==> src/rtl/bicubic_pkg.sv <==
// Shared types and constants for the bicubic interpolation controller.
// Configuration macro: BICUBIC_ZERO_FRAC_BYPASS_EN (see bicubic_ctrl.sv).
package bicubic_pkg;

    localparam int unsigned NUM_TAPS   = 4;
    localparam int unsigned NUM_PASSES = 5;

    // Neighbour fetched when both fractions are zero and the bypass is built in
    localparam logic [1:0] BYPASS_ROW = 2'd1;
    localparam logic [1:0] BYPASS_COL = 2'd1;

    // Engine phase encodings: 0 loads weights / computes output, 1..4 carry sample k-1
    localparam logic [2:0] PH_LOAD  = 3'd0;
    localparam logic [2:0] PH_TAP0  = 3'd1;

    typedef logic [7:0] q0_8_t;
    typedef logic [7:0] q8_0_t;

    typedef enum logic [2:0] {
        S_IDLE  = 3'd0,
        S_PREP  = 3'd1,
        S_LOADX = 3'd2,
        S_FETCH = 3'd3,
        S_FEED  = 3'd4,
        S_DRAIN = 3'd5,
        S_CAPT  = 3'd6
    } state_t;

    // Engine weight vector, t^3 in the low byte
    typedef struct packed {
        q0_8_t t;
        q0_8_t t2;
        q0_8_t t3;
    } pow_t;

    // Engine phase code for tap index k
    function automatic logic [2:0] tap_phase(input logic [1:0] k);
        return PH_TAP0 + 3'(k);
    endfunction

endpackage

==> src/rtl/bicubic_ctrl_frac_pow.sv <==
// Combinational powers of a Q0.8 fraction: {t, t^2, t^3}, each rounded to Q0.8.
module frac_pow
    import bicubic_pkg::*;
(
    input  logic [7:0]  i_t,
    output logic [23:0] o_pow
);

    logic [15:0] w_sq;
    logic [15:0] w_cube;
    logic [7:0]  w_t2;
    logic [7:0]  w_t3;

    // Round-to-nearest products kept in 16 bits (max 255*255+128 fits)
    assign w_sq   = 16'(i_t) * 16'(i_t) + 16'd128;
    assign w_t2   = 8'(w_sq >> 8);
    assign w_cube = 16'(w_t2) * 16'(i_t) + 16'd128;
    assign w_t3   = 8'(w_cube >> 8);
    assign o_pow  = {i_t, w_t2, w_t3};

endmodule

==> src/rtl/bicubic_ctrl.sv <==
// Bicubic interpolation sequencer: four horizontal passes over a 4x4
// neighbourhood followed by one vertical pass over the intermediate results,
// driving an external cubic engine through the eng_* ports.
// Optional feature: define BICUBIC_ZERO_FRAC_BYPASS_EN to short-circuit
// zero fractions into a single fetch of the anchor pixel.
module bicubic_ctrl
    import bicubic_pkg::*;
(
    input  logic        clk,
    input  logic        rst,
    input  logic        i_start,
    input  logic [7:0]  i_frac_x,
    input  logic [7:0]  i_frac_y,
    output logic        o_pix_req,
    output logic [1:0]  o_pix_row,
    output logic [1:0]  o_pix_col,
    input  logic        i_pix_ack,
    input  logic [7:0]  i_pix_data,
    output logic [23:0] o_eng_x,
    output logic [7:0]  o_eng_p,
    output logic [2:0]  o_eng_cnt,
    input  logic [7:0]  i_eng_out,
    output logic        o_busy,
    output logic        o_done,
    output logic [7:0]  o_result
);

    state_t      r_state;
    logic [2:0]  r_pass;
    logic [1:0]  r_tap;
    logic        r_bypass;
    q0_8_t       r_frac_x;
    q0_8_t       r_frac_y;
    pow_t        r_wx;
    pow_t        r_wy;
    pow_t        r_eng_x;
    q8_0_t       r_eng_p;
    logic [2:0]  r_eng_cnt;
    logic        r_pix_req;
    logic [1:0]  r_pix_row;
    logic [1:0]  r_pix_col;
    q8_0_t       r_h [NUM_TAPS];
    q8_0_t       r_result;
    logic        r_busy;
    logic        r_done;

    pow_t        w_pow_x;
    pow_t        w_pow_y;
    logic        w_last_pass;
    logic        w_last_tap;
    logic [1:0]  w_next_tap;
    logic        w_bypass_start;

    frac_pow u_pow_x (
        .i_t   (r_frac_x),
        .o_pow (w_pow_x)
    );

    frac_pow u_pow_y (
        .i_t   (r_frac_y),
        .o_pow (w_pow_y)
    );

    assign w_last_pass = (r_pass == 3'(NUM_PASSES - 1));
    assign w_last_tap  = (r_tap == 2'(NUM_TAPS - 1));
    assign w_next_tap  = r_tap + 2'd1;

`ifdef BICUBIC_ZERO_FRAC_BYPASS_EN
    // Zero fractions reduce the interpolation to the anchor pixel itself
    assign w_bypass_start = (i_frac_x == 8'd0) && (i_frac_y == 8'd0);
`else
    assign w_bypass_start = 1'b0;
`endif

    // Sequencer: state, pass/tap counters and all registered outputs
    always_ff @(posedge clk) begin
        if (rst) begin
            r_state   <= S_IDLE;
            r_pass    <= '0;
            r_tap     <= '0;
            r_bypass  <= 1'b0;
            r_frac_x  <= '0;
            r_frac_y  <= '0;
            r_wx      <= '0;
            r_wy      <= '0;
            r_eng_x   <= '0;
            r_eng_p   <= '0;
            r_eng_cnt <= PH_LOAD;
            r_pix_req <= 1'b0;
            r_pix_row <= '0;
            r_pix_col <= '0;
            for (int i = 0; i < NUM_TAPS; i++) begin
                r_h[i] <= '0;
            end
            r_result  <= '0;
            r_busy    <= 1'b0;
            r_done    <= 1'b0;
        end else begin
            r_done <= 1'b0;
            case (r_state)
                S_IDLE: begin
                    if (i_start) begin
                        r_frac_x <= i_frac_x;
                        r_frac_y <= i_frac_y;
                        r_pass   <= '0;
                        r_tap    <= '0;
                        r_busy   <= 1'b1;
                        if (w_bypass_start) begin
                            r_bypass  <= 1'b1;
                            r_pix_req <= 1'b1;
                            r_pix_row <= BYPASS_ROW;
                            r_pix_col <= BYPASS_COL;
                            r_state   <= S_FETCH;
                        end else begin
                            r_state <= S_PREP;
                        end
                    end
                end

                S_PREP: begin
                    r_wx      <= w_pow_x;
                    r_wy      <= w_pow_y;
                    r_eng_x   <= w_pow_x;
                    r_eng_cnt <= PH_LOAD;
                    r_state   <= S_LOADX;
                end

                S_LOADX: begin
                    r_tap <= '0;
                    if (w_last_pass) begin
                        r_eng_p   <= r_h[0];
                        r_eng_cnt <= tap_phase(2'd0);
                        r_state   <= S_FEED;
                    end else begin
                        r_pix_req <= 1'b1;
                        r_pix_row <= r_pass[1:0];
                        r_pix_col <= 2'd0;
                        r_state   <= S_FETCH;
                    end
                end

                S_FETCH: begin
                    if (i_pix_ack) begin
                        r_pix_req <= 1'b0;
                        r_eng_p   <= i_pix_data;
                        if (r_bypass) begin
                            r_state <= S_DRAIN;
                        end else begin
                            r_eng_cnt <= tap_phase(r_tap);
                            r_state   <= S_FEED;
                        end
                    end
                end

                S_FEED: begin
                    if (w_last_tap) begin
                        r_eng_cnt <= PH_LOAD;
                        r_state   <= S_DRAIN;
                    end else begin
                        r_tap <= w_next_tap;
                        if (w_last_pass) begin
                            r_eng_p   <= r_h[w_next_tap];
                            r_eng_cnt <= tap_phase(w_next_tap);
                        end else begin
                            r_eng_cnt <= PH_LOAD;
                            r_pix_req <= 1'b1;
                            r_pix_col <= w_next_tap;
                            r_state   <= S_FETCH;
                        end
                    end
                end

                S_DRAIN: begin
                    // Engine output is captured on entry to CAPT so it is visible with done
                    r_state <= S_CAPT;
                    if (r_bypass) begin
                        r_result <= r_eng_p;
                        r_done   <= 1'b1;
                    end else if (w_last_pass) begin
                        r_result <= i_eng_out;
                        r_done   <= 1'b1;
                    end else begin
                        r_h[r_pass[1:0]] <= i_eng_out;
                    end
                end

                S_CAPT: begin
                    r_tap <= '0;
                    if (r_bypass || w_last_pass) begin
                        r_bypass <= 1'b0;
                        r_busy   <= 1'b0;
                        r_state  <= S_IDLE;
                    end else begin
                        r_pass  <= r_pass + 3'd1;
                        r_eng_x <= (r_pass == 3'(NUM_PASSES - 2)) ? r_wy : r_wx;
                        r_state <= S_LOADX;
                    end
                end

                default: begin
                    r_state <= S_IDLE;
                end
            endcase
        end
    end

    assign o_pix_req = r_pix_req;
    assign o_pix_row = r_pix_row;
    assign o_pix_col = r_pix_col;
    assign o_eng_x   = r_eng_x;
    assign o_eng_p   = r_eng_p;
    assign o_eng_cnt = r_eng_cnt;
    assign o_busy    = r_busy;
    assign o_done    = r_done;
    assign o_result  = r_result;

endmodule

==> config.mk <==
export PLATFORM = sky130hd
export DESIGN_NAME = bicubic_ctrl
export DESIGN_NICKNAME = d
export VERILOG_FILES = /design/src/rtl/bicubic_pkg.sv /design/src/rtl/bicubic_ctrl_frac_pow.sv /design/src/rtl/bicubic_ctrl.sv
export SDC_FILE = /design/constraint.sdc
export NUM_CORES = 1
export LEC_CHECK = 0
export ABC_CLOCK_PERIOD_IN_PS = 10750
export BUFFER_PORTS_ARGS = -buffer_cell sky130_fd_sc_hd__buf_2
export CAP_MARGIN = 10
export CELL_PAD_IN_SITES_DETAIL_PLACEMENT = 2
export CELL_PAD_IN_SITES_GLOBAL_PLACEMENT = 2
export CORE_MARGIN = 3
export CORE_UTILIZATION = 40
export CTS_BUF_LIST = sky130_fd_sc_hd__clkbuf_4 sky130_fd_sc_hd__clkbuf_8
export CTS_CLUSTER_DIAMETER = 60
export CTS_CLUSTER_SIZE = 12
export DETAILED_ROUTE_END_ITERATION = 12
export PLACE_DENSITY = 0.89
export SETUP_SLACK_MARGIN = 0.15
export SLEW_MARGIN = 30
export SYNTH_ARGS = -nofsm -noshare
export SYNTH_HDL_FRONTEND = slang
export SYNTH_SLANG_ARGS = --single-unit
==> constraint.sdc <==
create_clock -name clk -period 10.75 [get_ports clk]
set_clock_uncertainty 0.15 [all_clocks]
set_input_delay 1.6125 -clock clk [delete_from_list [all_inputs] [get_ports clk]]
set_output_delay 1.6125 -clock clk [all_outputs]
set_load 0.05 [all_outputs]
# --- Word-level counts from Yosys, hierarchy flattened ---
# Memory sizes are Yosys's and may differ from the RTL's.
# Index checks and enable logic that the tools add are counted.
totals:
  reg_bits: 122
  ramBits: 32
  in_bits: 36
  output_inout_bits: 50
  word_cells: 126
  memories: 1
memory_table:
  columns: ["name", "words", "width", "read_ports", "rd_clocked_by_memory_dff", "wr", "line_no", "text"]
  rows:
  - ["r_h", 4, 8, 2, 0, 4, "bicubic_ctrl.sv:42", "q8_0_t r_h [NUM_TAPS];"]
classes:
  n_addsub: 8
  n_mul: 4
  n_eq_ne: 19
  n_mux: 48
  bitwise: 2
  n_reduce_logical: 22
op_table:
  columns: ["cell", "n"]
  rows:
  - ["16-bit by 8-bit adder with 16-bit output, second input constant", 4]
  - ["8-bit by 8-bit multiplier with 16-bit output", 4]
  - ["24-bit 2-to-1 mux", 2]
  - ["8-bit 2-to-1 mux", 6]
  - ["24-bit one-hot mux with 2 select lines", 1]
  - ["3-bit 2-to-1 mux", 11]
  - ["8-bit one-hot mux with 3 select lines", 1]
  - ["3-bit one-hot mux with 7 select lines", 1]
  - ["2-bit != test, second input constant", 9]
  - ["3-bit AND reduction", 6]
  - ["2-bit 2-to-1 mux", 7]
  - ["1-bit 2-to-1 mux", 13]
  - ["3-bit == test, second input constant", 4]
  - ["3-bit one-hot mux with 4 select lines", 1]
  - ["3-bit by 2-bit == test with 1-bit output, second input constant", 3]
  - ["2-bit AND reduction", 4]
  - ["8-bit OR reduction", 1]
  - ["1-bit by 2-bit adder with 3-bit output, first input constant", 2]
  - ["2-bit one-hot mux with 3 select lines", 1]
  - ["3-bit one-hot mux with 2 select lines", 1]
  - ["2-bit nonzero test", 3]
  - ["3-bit nonzero test", 2]
  - ["5-bit AND reduction", 1]
  - ["2-bit one-hot mux with 2 select lines", 1]
  - ["other kinds (12)", 14]

# --- Logic depth before layout (Yosys ltp) ---
# Gate-level depths: netlist (run 1).
logic_depth:
  depth_word: 7
  mapped_depth: 35
  ltp_nobuf: 32

# --- Hierarchy ---
# From an unflattened synthesis (run 1), not the netlist that was laid out.
unflattened:
  hier_cells: 1629
  area_unflattened_um2: 14083.5
modules_own_cells:
  columns: ["module", "instances", "cells_per_inst", "area_per_inst_um2", "seq_area_each_um2"]
  rows:
  - ["bicubic_ctrl", 1, 755, 6771.5, 3403.3]
  - ["frac_pow (u_pow_y)", 1, 437, 3657.3, 0.0]
  - ["frac_pow (u_pow_x)", 1, 437, 3654.8, 0.0]

# --- Least setup slack after synthesis (run 1) ---
# Ideal clock, no wire load.
synth_path:
  kind: "register to register"
  from: "register r_frac_y[2]"
  to: "register r_wy[7] in the netlist's numbering"
  setup_time_ps: 117
  t_arrival_ps: 8114
  required_ps: 10483
  setup_slack_ps: 2369
  path_stages_with_launch: 34
  n_path_buf: 3
  synth_period_minus_slack_ps: 8381
  cell_sequence: "dfxtp_1 > clkbuf_1 > clkbuf_1 > nand2_1 > fa_1 > fa_1 > inv_1 > fa_1 > inv_1 > fa_1 > inv_1 > ha_1 > clkbuf_2 > a21oi_1 > o21bai_1 > a21oi_2 > nand2_1 > a211oi_2 > nor3_1 > fa_1 > inv_1 > fa_1 > inv_1 > fa_1 > inv_1 > fa_1 > inv_1 > ha_1 > nand4_1 > o221ai_1 > and3_1 > o211ai_1 > a21o_1 > a32o_1"
synth_between:
  elab_chain_len: 4
synth_lines:
  columns: ["item", "line_no", "text"]
  rows:
  - ["from (decl)", "bicubic_ctrl.sv:33", "q0_8_t r_frac_y;"]
  - ["from (signal assigned)", "bicubic_ctrl.sv:104", "r_frac_y <= i_frac_y;"]
  - ["8-bit by 8-bit multiplier with 16-bit output", "bicubic_ctrl_frac_pow.sv:15", "assign w_sq = 16'(i_t) * 16'(i_t) + 16'd128;"]
  - ["16-bit by 8-bit adder with 16-bit output", "bicubic_ctrl_frac_pow.sv:15", null]
  - ["8-bit by 8-bit multiplier with 16-bit output *", "bicubic_ctrl_frac_pow.sv:17", "assign w_cube = 16'(w_t2) * 16'(i_t) + 16'd128;"]
  - ["16-bit by 8-bit adder with 16-bit output *", "bicubic_ctrl_frac_pow.sv:17", null]
  - ["to (signal assigned)", "bicubic_ctrl.sv:122", "r_wy <= w_pow_y;"]
  - ["to (decl)", "bicubic_ctrl.sv:35", "pow_t r_wy;"]
# Mark *: on every way between the ends. The rest lies on a longest branch, timed or not.
# A chain may end at the register's enable or synchronous reset.

# --- Worst setup path in the final report (run 1) ---
layout_path:
  from: "register r_frac_x[3]"
  to: "register r_eng_x, in the netlist o_eng_x[6]"
layout_between:
  elab_chain_len: 5
layout_lines:
  columns: ["item", "line_no", "text"]
  rows:
  - ["from (decl)", "bicubic_ctrl.sv:32", "q0_8_t r_frac_x;"]
  - ["from (signal assigned)", "bicubic_ctrl.sv:103", "r_frac_x <= i_frac_x;"]
  - ["8-bit by 8-bit multiplier with 16-bit output", "bicubic_ctrl_frac_pow.sv:15", null]
  - ["16-bit by 8-bit adder with 16-bit output", "bicubic_ctrl_frac_pow.sv:15", null]
  - ["8-bit by 8-bit multiplier with 16-bit output *", "bicubic_ctrl_frac_pow.sv:17", null]
  - ["16-bit by 8-bit adder with 16-bit output *", "bicubic_ctrl_frac_pow.sv:17", null]
  - ["24-bit one-hot mux with 2 select lines *", "bicubic_ctrl.sv:100", "case (r_state)"]
  - ["to (signal assigned)", "bicubic_ctrl.sv:123", "r_eng_x <= w_pow_x;"]
  - ["to (signal assigned)", "bicubic_ctrl.sv:195", "r_eng_x <= (r_pass == 3'(NUM_PASSES - 2)) ? r_wy : r_wx;"]
  - ["to (decl)", "bicubic_ctrl.sv:36", "pow_t r_eng_x;"]
# Marks and branches as above.

==> results.toml, run 1 <==
[critical_path]
path_class = "reg -> reg"
startpoint_type = "flip-flop"
critPathMaxStageDelay_ns = 0.82
path_max_fanout = 15
r2r_slack_ns = 1.02
critPathMostFrequentCell = "fa_1"
worstPathRequired_ns = 11.00
endpoint_kind = "flip-flop"
reg2reg_depth = 28
r2r_end = "o_eng_x[6]$_SDFFE_PP0P_"
cp_slowest_cell = "dfxtp_1"
r2r-start = "r_frac_x[3]$_SDFFE_PP0P_"
critPathArrivalTime_ns = 9.97

[flow_run]
max-cap-violations = 0

[synthesis]
yosys_register_bits = 154
yosys_most_used_dff = "dfxtp_1"
syn_area_per_cell_um2 = 8.80
netlist_area_um2 = 13900
synth_fp_nets = 1871
yosysTopAreaCell = "dfxtp_1"
synth_area_leaders = "dfxtp_1 (18%), fa_1 (16%), ha_1 (13%), edfxtp_1 (6.9%), and2_1 (6.2%)"
async_flop_share = 0
netlist_instances = 1581
yosys_warnings = 0
ys_types = 77
synth_top_area_frac = 0.176
synth_edf_count = 32
yosysSeqAreaShare = 0.245

[clock_tree]
post_cts_buffers = 0
cts_buffer_depth = 2
ctsResizeCount = 0
hold_buffers = 0
htree_levels = 4
cts_tree = "done"
clk_pin_slew_ns = 0.10
clock_latency_ns = 0.50
cts.sinks = 154
root_buffer = "clkbuf_8"
cts_buffers = 17

[detailed_routing]
wl_per_cell_um = 23.0
finalWirelength_um = 47600
dr.first_iter.drc_count = 697
routed_via_density = 5.70
antenna_left = 0
dr.pass1.iters = 5
route.detailed.drc = 0
vias = 11800

[pwr]
switching_power_w = 0.000589
vdd_ir_drop_max_mv = 0.0889
power_density_nw_per_um2 = 102
p_int_w = 0.000953
power.share.switching = 0.382
p_clk_frac = 0.329
p_leak_nw = 6.97
p_seq_frac = 0.425
combinationalPowerShare = 0.246

[min_path]
hold_end = "o_eng_x[22]$_SDFFE_PP0P_"
hp-start = "o_eng_x[22]$_SDFFE_PP0P_"
hold_depth = 2
hold_class = "reg -> reg"

[global_route]
grt.overflow.total = 0
antenna_found_initial = 1
grt_util_all_layers = 0.266
grt_pass1_wl_um = 76400
grt_max_degree = 83
first_global_vias = 13700

[placed_design]
placed_cells = 2039
dp_slack_ns = 1.26
dpl.hpwl_um = 35500
gp_congestion = 0.878
io_buffer_count = 85

[finish]
drive_gt1_frac = 0.108
area_delta_synth_final_pct = 8.60
antenna_cells = 0
final_cells = 2071
mostFrequentLayoutCells = "nand2_1 (189), inv_1 (181), ha_1 (140)"
fin_nets = 1900
final_common_cell = "nand2_1"

[sta]
setup_tns_ns = 0
setup_viol = 0
hold_ws_ns = 0.306
setup_ws_ns = 1.02
slew_headroom = 0.365
period_minus_slack_ns = 9.73
final_hold_viol_count = 0
period_share = 0.905
drv_slew = 0
max_slew.worst_pin.slew_ns = 0.951
rsz0062_at_grt = "false"
fmax_mhz = 103

[die]
num_io_pins = 86
die_y_um = 193
rows = 67
initial_core_util = 0.410
core_um2 = 34000
design.die.area_um2 = 37100
die_x_um = 193

[outcome]
status = "finished, final reports clean"
-- stage by stage --
stage               cell area (µm²)  utilization  total power (W)
floorplan                     13900            -         0.000903
global placement              14700        0.432          0.00101
detailed placement            14700        0.432          0.00104
CTS                           15100        0.445          0.00155
global route                  15100        0.445          0.00162
finish                        15100        0.445          0.00154
-- power groups by stage --
stage	Combinational, W	Sequential [W]	Clock [W]
finish	0.000379	0.000656	0.000507
global route	0.000421	0.000661	0.000539
CTS	0.000383	0.000655	0.000517
detailed placement	0.000376	0.000668	0
global placement	0.000346	0.000664	0
floorplan	0.000240	0.000663	0
-- cell families (layout without fill, tap and decap cells) --
kind of cell	Yosys count	count (layout)	share of synthesized area
compound gates	279	279	0.130
flops	154	154	0.245
fa+ha+maj	254	254	0.290
simple gates	543	543	0.198
mux	48	48	0.0418
buf+inv	271	313	0.0749
xor+xnor	32	32	0.0212
-- how the worst max path moves through the flow --
stage / depth (start not counted) / end / slack, ns / from
5_1_grt: 28 / r_wx[4]$_SDFFE_PP0P_ / 0.55 / r_frac_x[3]$_SDFFE_PP0P_
6_report: 28 / o_eng_x[6]$_SDFFE_PP0P_ / 1.02 / r_frac_x[3]$_SDFFE_PP0P_
4_1_cts: 28 / o_eng_x[5]$_SDFFE_PP0P_ / 1.12 / r_frac_x[3]$_SDFFE_PP0P_
2_1_floorplan: 33 / r_wy[7]$_SDFFE_PP0P_ / 2.37 / r_frac_y[2]$_SDFFE_PP0P_
3_5_place_dp: 28 / o_eng_x[7]$_SDFFE_PP0P_ / 1.26 / r_frac_x[3]$_SDFFE_PP0P_
3_3_place_gp: 29 / r_wy[7]$_SDFFE_PP0P_ / 1.86 / r_frac_y[2]$_SDFFE_PP0P_
-- layout make-up --
type	count	area, µm²
Clock inverter	14	196
Clock buffer	18	241
Timing Repair Buffer	100	544
Sequential cell	154	3410
Tap cell	448	561
Multi-Input combinational cell	1156	9490
Fill cell	3787	18800
Inverter	181	679
-- synth_stat cells (31+ instances only) --
| master | instances |
|---|---|
| edfxtp_1 | 32 |
| clkbuf_1 | 66 |
| ha_1 | 140 |
| fa_1 | 114 |
| dfxtp_1 | 122 |
| nor2_1 | 66 |
| mux2i_1 | 39 |
| inv_1 | 181 |
| o21ai_0 | 35 |
| a21oi_1 | 118 |
| nand2_1 | 189 |
| nor3_1 | 31 |
| and2_1 | 139 |
-- flip-flops by register name (all words and copies together), names as in the netlist --
| signal | count |
|---|---|
| o_pix_row | 2 |
| r_frac_y | 8 |
| o_eng_p | 8 |
| r_h | 32 |
| o_done | 1 |
| r_tap | 2 |
| r_pass | 3 |
| r_wy | 24 |
| r_frac_x | 8 |
| o_eng_x | 24 |
| o_result | 8 |
| o_pix_col | 2 |
| o_busy | 1 |
| r_state | 3 |
| o_eng_cnt | 3 |
| o_pix_req | 1 |
| r_wx | 24 |
-- layer usage --
metal / GRT usage / routed length [µm]
met5: 0 / 0
met4: 0.107 / 1750
met3: 0.0414 / 1890
met2: 0.486 / 24800
met1: 0.309 / 19200
-- worst max-delay path: cells and delay by family, from the launching register on --
| family | cells | cell delay [ns] |
|---|---|---|
| compound gates | 11 | 2.84 |
| xor+xnor | 1 | 0.12 |
| fa+ha+maj | 10 | 4.86 |
| buf+inv | 5 | 0.56 |
| flops | 1 | 0.82 |
| simple gates | 1 | 0.27 |
(Power assumes the default switching activity.)
==> run 2: changes to the inputs <==
--- a/config.mk
+++ b/config.mk
@@ -16,7 +16,7 @@
 export CTS_CLUSTER_DIAMETER = 60
 export CTS_CLUSTER_SIZE = 12
 export DETAILED_ROUTE_END_ITERATION = 12
-export PLACE_DENSITY = 0.89
+export PLACE_DENSITY = 0.81
 export SETUP_SLACK_MARGIN = 0.15
 export SLEW_MARGIN = 30
 export SYNTH_ARGS = -nofsm -noshare
==> results.toml, run 2 (synthesis gave the netlist of run 1 again) <==
[pwr]
power_density_nw_per_um2 = 99.2
p_leak_nw = 6.96
vdd_ir_drop_max_mv = 0.101
power.total_w = 0.00150

[finish]
area_delta_synth_final_pct = 8.35
drive_gt1_frac = 0.108
final_util = 0.444
fin_nets = 1899
final_common_cell = "nand2_1"
final_cells = 2070
antenna_cells = 0
mostFrequentLayoutCells = "nand2_1 (189), inv_1 (181), ha_1 (140)"
regMostFlops = "r_h"
largest_reg_flops = 32

[die]
initial_core_util = 0.410
core_um2 = 34000
die_y_um = 193
die_x_um = 193
rows = 67
num_io_pins = 86
design.die.area_um2 = 37100

[clock_tree]
root_buffer = "clkbuf_8"
cts_buffers = 17
htree_levels = 4
clock_latency_ns = 0.49
cts_tree = "done"
hold_buffers = 0
cts.sinks = 154
clk_pin_slew_ns = 0.11
ctsResizeCount = 0
cts_buffer_depth = 2
post_cts_buffers = 0

[global_route]
antenna_found_initial = 0
grt.overflow.total = 0
grt_pass1_wl_um = 69900
first_global_vias = 12900
grt_max_degree = 77
grt_util_all_layers = 0.240

[min_path]
hold_depth = 2
hold_end = "o_eng_x[19]$_SDFFE_PP0P_"
hp-start = "o_eng_x[19]$_SDFFE_PP0P_"
hold_class = "reg -> reg"

[detailed_routing]
antenna_left = 0
routed_via_density = 5.48
finalWirelength_um = 43200
wl_per_cell_um = 20.9
vias = 11300
dr.first_iter.drc_count = 464
dr.pass1.iters = 7
route.detailed.drc = 0

[sta]
slew_headroom = 0.368
final_hold_viol_count = 0
period_minus_slack_ns = 9.60
setup_tns_ns = 0
setup_viol = 0
drv_slew = 0
rsz0062_at_grt = "false"
period_share = 0.893
fmax_mhz = 104
max_slew.worst_pin.slew_ns = 0.946

[critical_path]
path_max_fanout = 16
critPathArrivalTime_ns = 9.85
path_class = "reg -> reg"
worstPathRequired_ns = 11.00
r2r_end = "r_wy[7]$_SDFFE_PP0P_"
r2r_slack_ns = 1.15
endpoint_kind = "flip-flop"
startpoint_type = "flip-flop"
critPathMostFrequentCell = "fa_1"
critPathMaxStageDelay_ns = 0.74
reg2reg_depth = 30
r2r-start = "r_frac_y[5]$_SDFFE_PP0P_"
cp_slowest_cell = "dfxtp_1"

[outcome]
status = "finished, final reports clean"

[flow_run]
max-cap-violations = 0

[placed_design]
gp_congestion = 0.821
io_buffer_count = 85
dpl.hpwl_um = 32600
placed_cells = 2038
## run 2: power by group
| part | leakage (nW) | internal (W) | switching, W |
|---|---|---|---|
| sequential | 1.32 | 0.000614 | 0.0000389 |
| combinational | 5.43 | 0.000115 | 0.000256 |
| clock | 0.211 | 0.000206 | 0.000265 |
| total | 6.96 | 0.000936 | 0.000560 |
## run 2: worst max-delay path: cells and delay by family, from the launching register on
family	cells	cell delay, ns
compound gates	8	2.27
fa+ha+maj	10	4.73
flops	1	0.74
buf+inv	7	0.60
simple gates	5	1.02
## run 2: area by class of cell
type,instances,area (µm²)
Timing Repair Buffer,99,533
Clock buffer,19,262
Multi-Input combinational cell,1156,9490
Inverter,181,679
Tap cell,448,561
Clock inverter,13,148
Fill cell,3769,18900
Sequential cell,154,3410
## run 2: per-stage QoR
stage,hold slack (ns),setup slack (ns),instance area [µm²]
final,0.302,1.15,15100
after global routing,0.329,0.552,15100
after CTS,0.310,1.11,15100
after detailed placement,0.299,1.13,14700
after global placement,0.288,1.56,14700
after floorplan,0.274,2.37,13900
## run 2: how the worst max path moves through the flow
stage          depth (start not counted)                      end                      from
5_1_grt                               30     r_wy[7]$_SDFFE_PP0P_  r_frac_y[5]$_SDFFE_PP0P_
3_3_place_gp                          28     r_wx[7]$_SDFFE_PP0P_  r_frac_x[5]$_SDFFE_PP0P_
2_1_floorplan                         33     r_wy[7]$_SDFFE_PP0P_  r_frac_y[2]$_SDFFE_PP0P_
4_1_cts                               30     r_wy[7]$_SDFFE_PP0P_  r_frac_y[5]$_SDFFE_PP0P_
3_5_place_dp                          28  o_eng_x[6]$_SDFFE_PP0P_  r_frac_x[5]$_SDFFE_PP0P_
6_report                              30     r_wy[7]$_SDFFE_PP0P_  r_frac_y[5]$_SDFFE_PP0P_
## run 2: per-layer routing
metal / track usage / part of all wire / vias up
li1: - / - / 5326
met1: 0.307 / 0.45 / 5826
met2: 0.432 / 0.51 / 151
met3: 0.0280 / 0.022 / 40
met4: 0.0594 / 0.017 / 0
met5: 0 / 0 / -
==> run 3: changes to the inputs <==
--- a/config.mk
+++ b/config.mk
@@ -11,12 +11,12 @@
 export CELL_PAD_IN_SITES_DETAIL_PLACEMENT = 2
 export CELL_PAD_IN_SITES_GLOBAL_PLACEMENT = 2
 export CORE_MARGIN = 3
-export CORE_UTILIZATION = 40
+export CORE_UTILIZATION = 35
 export CTS_BUF_LIST = sky130_fd_sc_hd__clkbuf_4 sky130_fd_sc_hd__clkbuf_8
 export CTS_CLUSTER_DIAMETER = 60
 export CTS_CLUSTER_SIZE = 12
 export DETAILED_ROUTE_END_ITERATION = 12
-export PLACE_DENSITY = 0.81
+export PLACE_DENSITY = 0.72
 export SETUP_SLACK_MARGIN = 0.15
 export SLEW_MARGIN = 30
 export SYNTH_ARGS = -nofsm -noshare
==> results.toml, run 3 (synthesis gave the netlist of run 1 again) <==
[die]
core_um2 = 38900
die_x_um = 205
rows = 72
initial_core_util = 0.358
design.die.area_um2 = 42200
num_io_pins = 86
die_y_um = 205

[critical_path]
critPathMostFrequentCell = "fa_1"
critPathArrivalTime_ns = 9.70
worstPathRequired_ns = 11.00
critPathMaxStageDelay_ns = 0.76
endpoint_kind = "flip-flop"
cp_slowest_cell = "dfxtp_1"
path_max_fanout = 15
startpoint_type = "flip-flop"
path_class = "reg -> reg"

[detailed_routing]
finalWirelength_um = 42600
route.detailed.drc = 0
dr.pass1.iters = 4
antenna_left = 0
wl_per_cell_um = 19.9
vias = 11200
dr.first_iter.drc_count = 386
routed_via_density = 5.21

[finish]
final_common_cell = "nand2_1"
mostFrequentLayoutCells = "nand2_1 (188), inv_1 (181), ha_1 (140)"
fin_nets = 1900
area_delta_synth_final_pct = 9.05
final_cells = 2142
largest_reg_flops = 32
drive_gt1_frac = 0.108
regMostFlops = "r_h"

[sta]
final_hold_viol_count = 0
slew_headroom = 0.386
drv_slew = 0
period_share = 0.879
period_minus_slack_ns = 9.45
setup_tns_ns = 0
max_slew.worst_pin.slew_ns = 0.920
rsz0062_at_grt = "false"
hold_ws_ns = 0.311
setup_viol = 0
fmax_mhz = 106

[clock_tree]
hold_buffers = 0
post_cts_buffers = 0
cts_buffers = 17
cts_tree = "done"
ctsResizeCount = 0
root_buffer = "clkbuf_8"
clock_latency_ns = 0.51
cts_buffer_depth = 2
htree_levels = 4
clk_pin_slew_ns = 0.10
cts.sinks = 154

[global_route]
grt.overflow.total = 0
grt_max_degree = 86
antenna_found_initial = 1
grt_pass1_wl_um = 69700
first_global_vias = 12600
grt_util_all_layers = 0.210

[placed_design]
gp_congestion = 0.790
placed_cells = 2109
dpl.hpwl_um = 32700
io_buffer_count = 85

[outcome]
status = "finished, final reports clean"

[pwr]
p_leak_nw = 6.97
power_density_nw_per_um2 = 98.3
vdd_ir_drop_max_mv = 0.110
power.total_w = 0.00149

[flow_run]
max-cap-violations = 0

[min_path]
hold_class = "reg -> reg"
==> run 3: routing by layer <==
metal | GRT usage | share of wire | vias to the layer above
li1 | - | - | 5323
met1 | 0.267 | 0.45 | 5705
met2 | 0.383 | 0.51 | 103
met3 | 0.0267 | 0.022 | 34
met4 | 0.0452 | 0.014 | 0
met5 | 0 | 0 | -
==> run 3: path summary, 6_finish.rpt <==
path / startpoint / to / slack [ns] / depth (start not counted)
max: r_frac_x[3]$_SDFFE_PP0P_ / o_eng_x[6]$_SDFFE_PP0P_ / 1.30 / 28
min: r_wx[8]$_SDFFE_PP0P_ / r_wx[8]$_SDFFE_PP0P_ / 0.31 / 2
max reg2reg: r_frac_x[3]$_SDFFE_PP0P_ / o_eng_x[6]$_SDFFE_PP0P_ / 1.30 / 28
min reg2reg: r_wx[8]$_SDFFE_PP0P_ / r_wx[8]$_SDFFE_PP0P_ / 0.31 / 2
==> run 3: final cells by class <==
type                       instances  area, µm²
fill                            4431      23700
multi-input combinational       1156       9500
sequential                       154       3400
inverter                         181        679
tap                              518        648
timing repair buffer             100        544
clock buffer                      18        248
clock inverter                    14        155
antenna                            1       2.50
==> run 3: power by group <==
| part | leakage, nW | internal [W] | switching, W |
|---|---|---|---|
| logic | 5.44 | 0.000115 | 0.000249 |
| clock network | 0.209 | 0.000199 | 0.000275 |
| registers | 1.32 | 0.000614 | 0.0000398 |
| total | 6.97 | 0.000928 | 0.000564 |
==> run 3: through the flow <==
stage          area (µm²)  utilization  worst slack (ns)
6_report            15200        0.390              1.30
5_1_grt             15200        0.390             0.593
4_1_cts             15200        0.390              1.19
3_5_place_dp        14800        0.379              1.26
3_3_place_gp        14700        0.379              1.60
2_1_floorplan       13900            -              2.37
==> run 3: critical path: cells and delay by family, from the launching register on <==
family	cells	cell delay, ns
AOI/OAI and AO/OA	11	2.67
adders and majority gates	10	4.86
xor gates and xnor gates	1	0.14
buffers and inverters	5	0.50
and+or+nand+nor	1	0.25
DFF	1	0.76
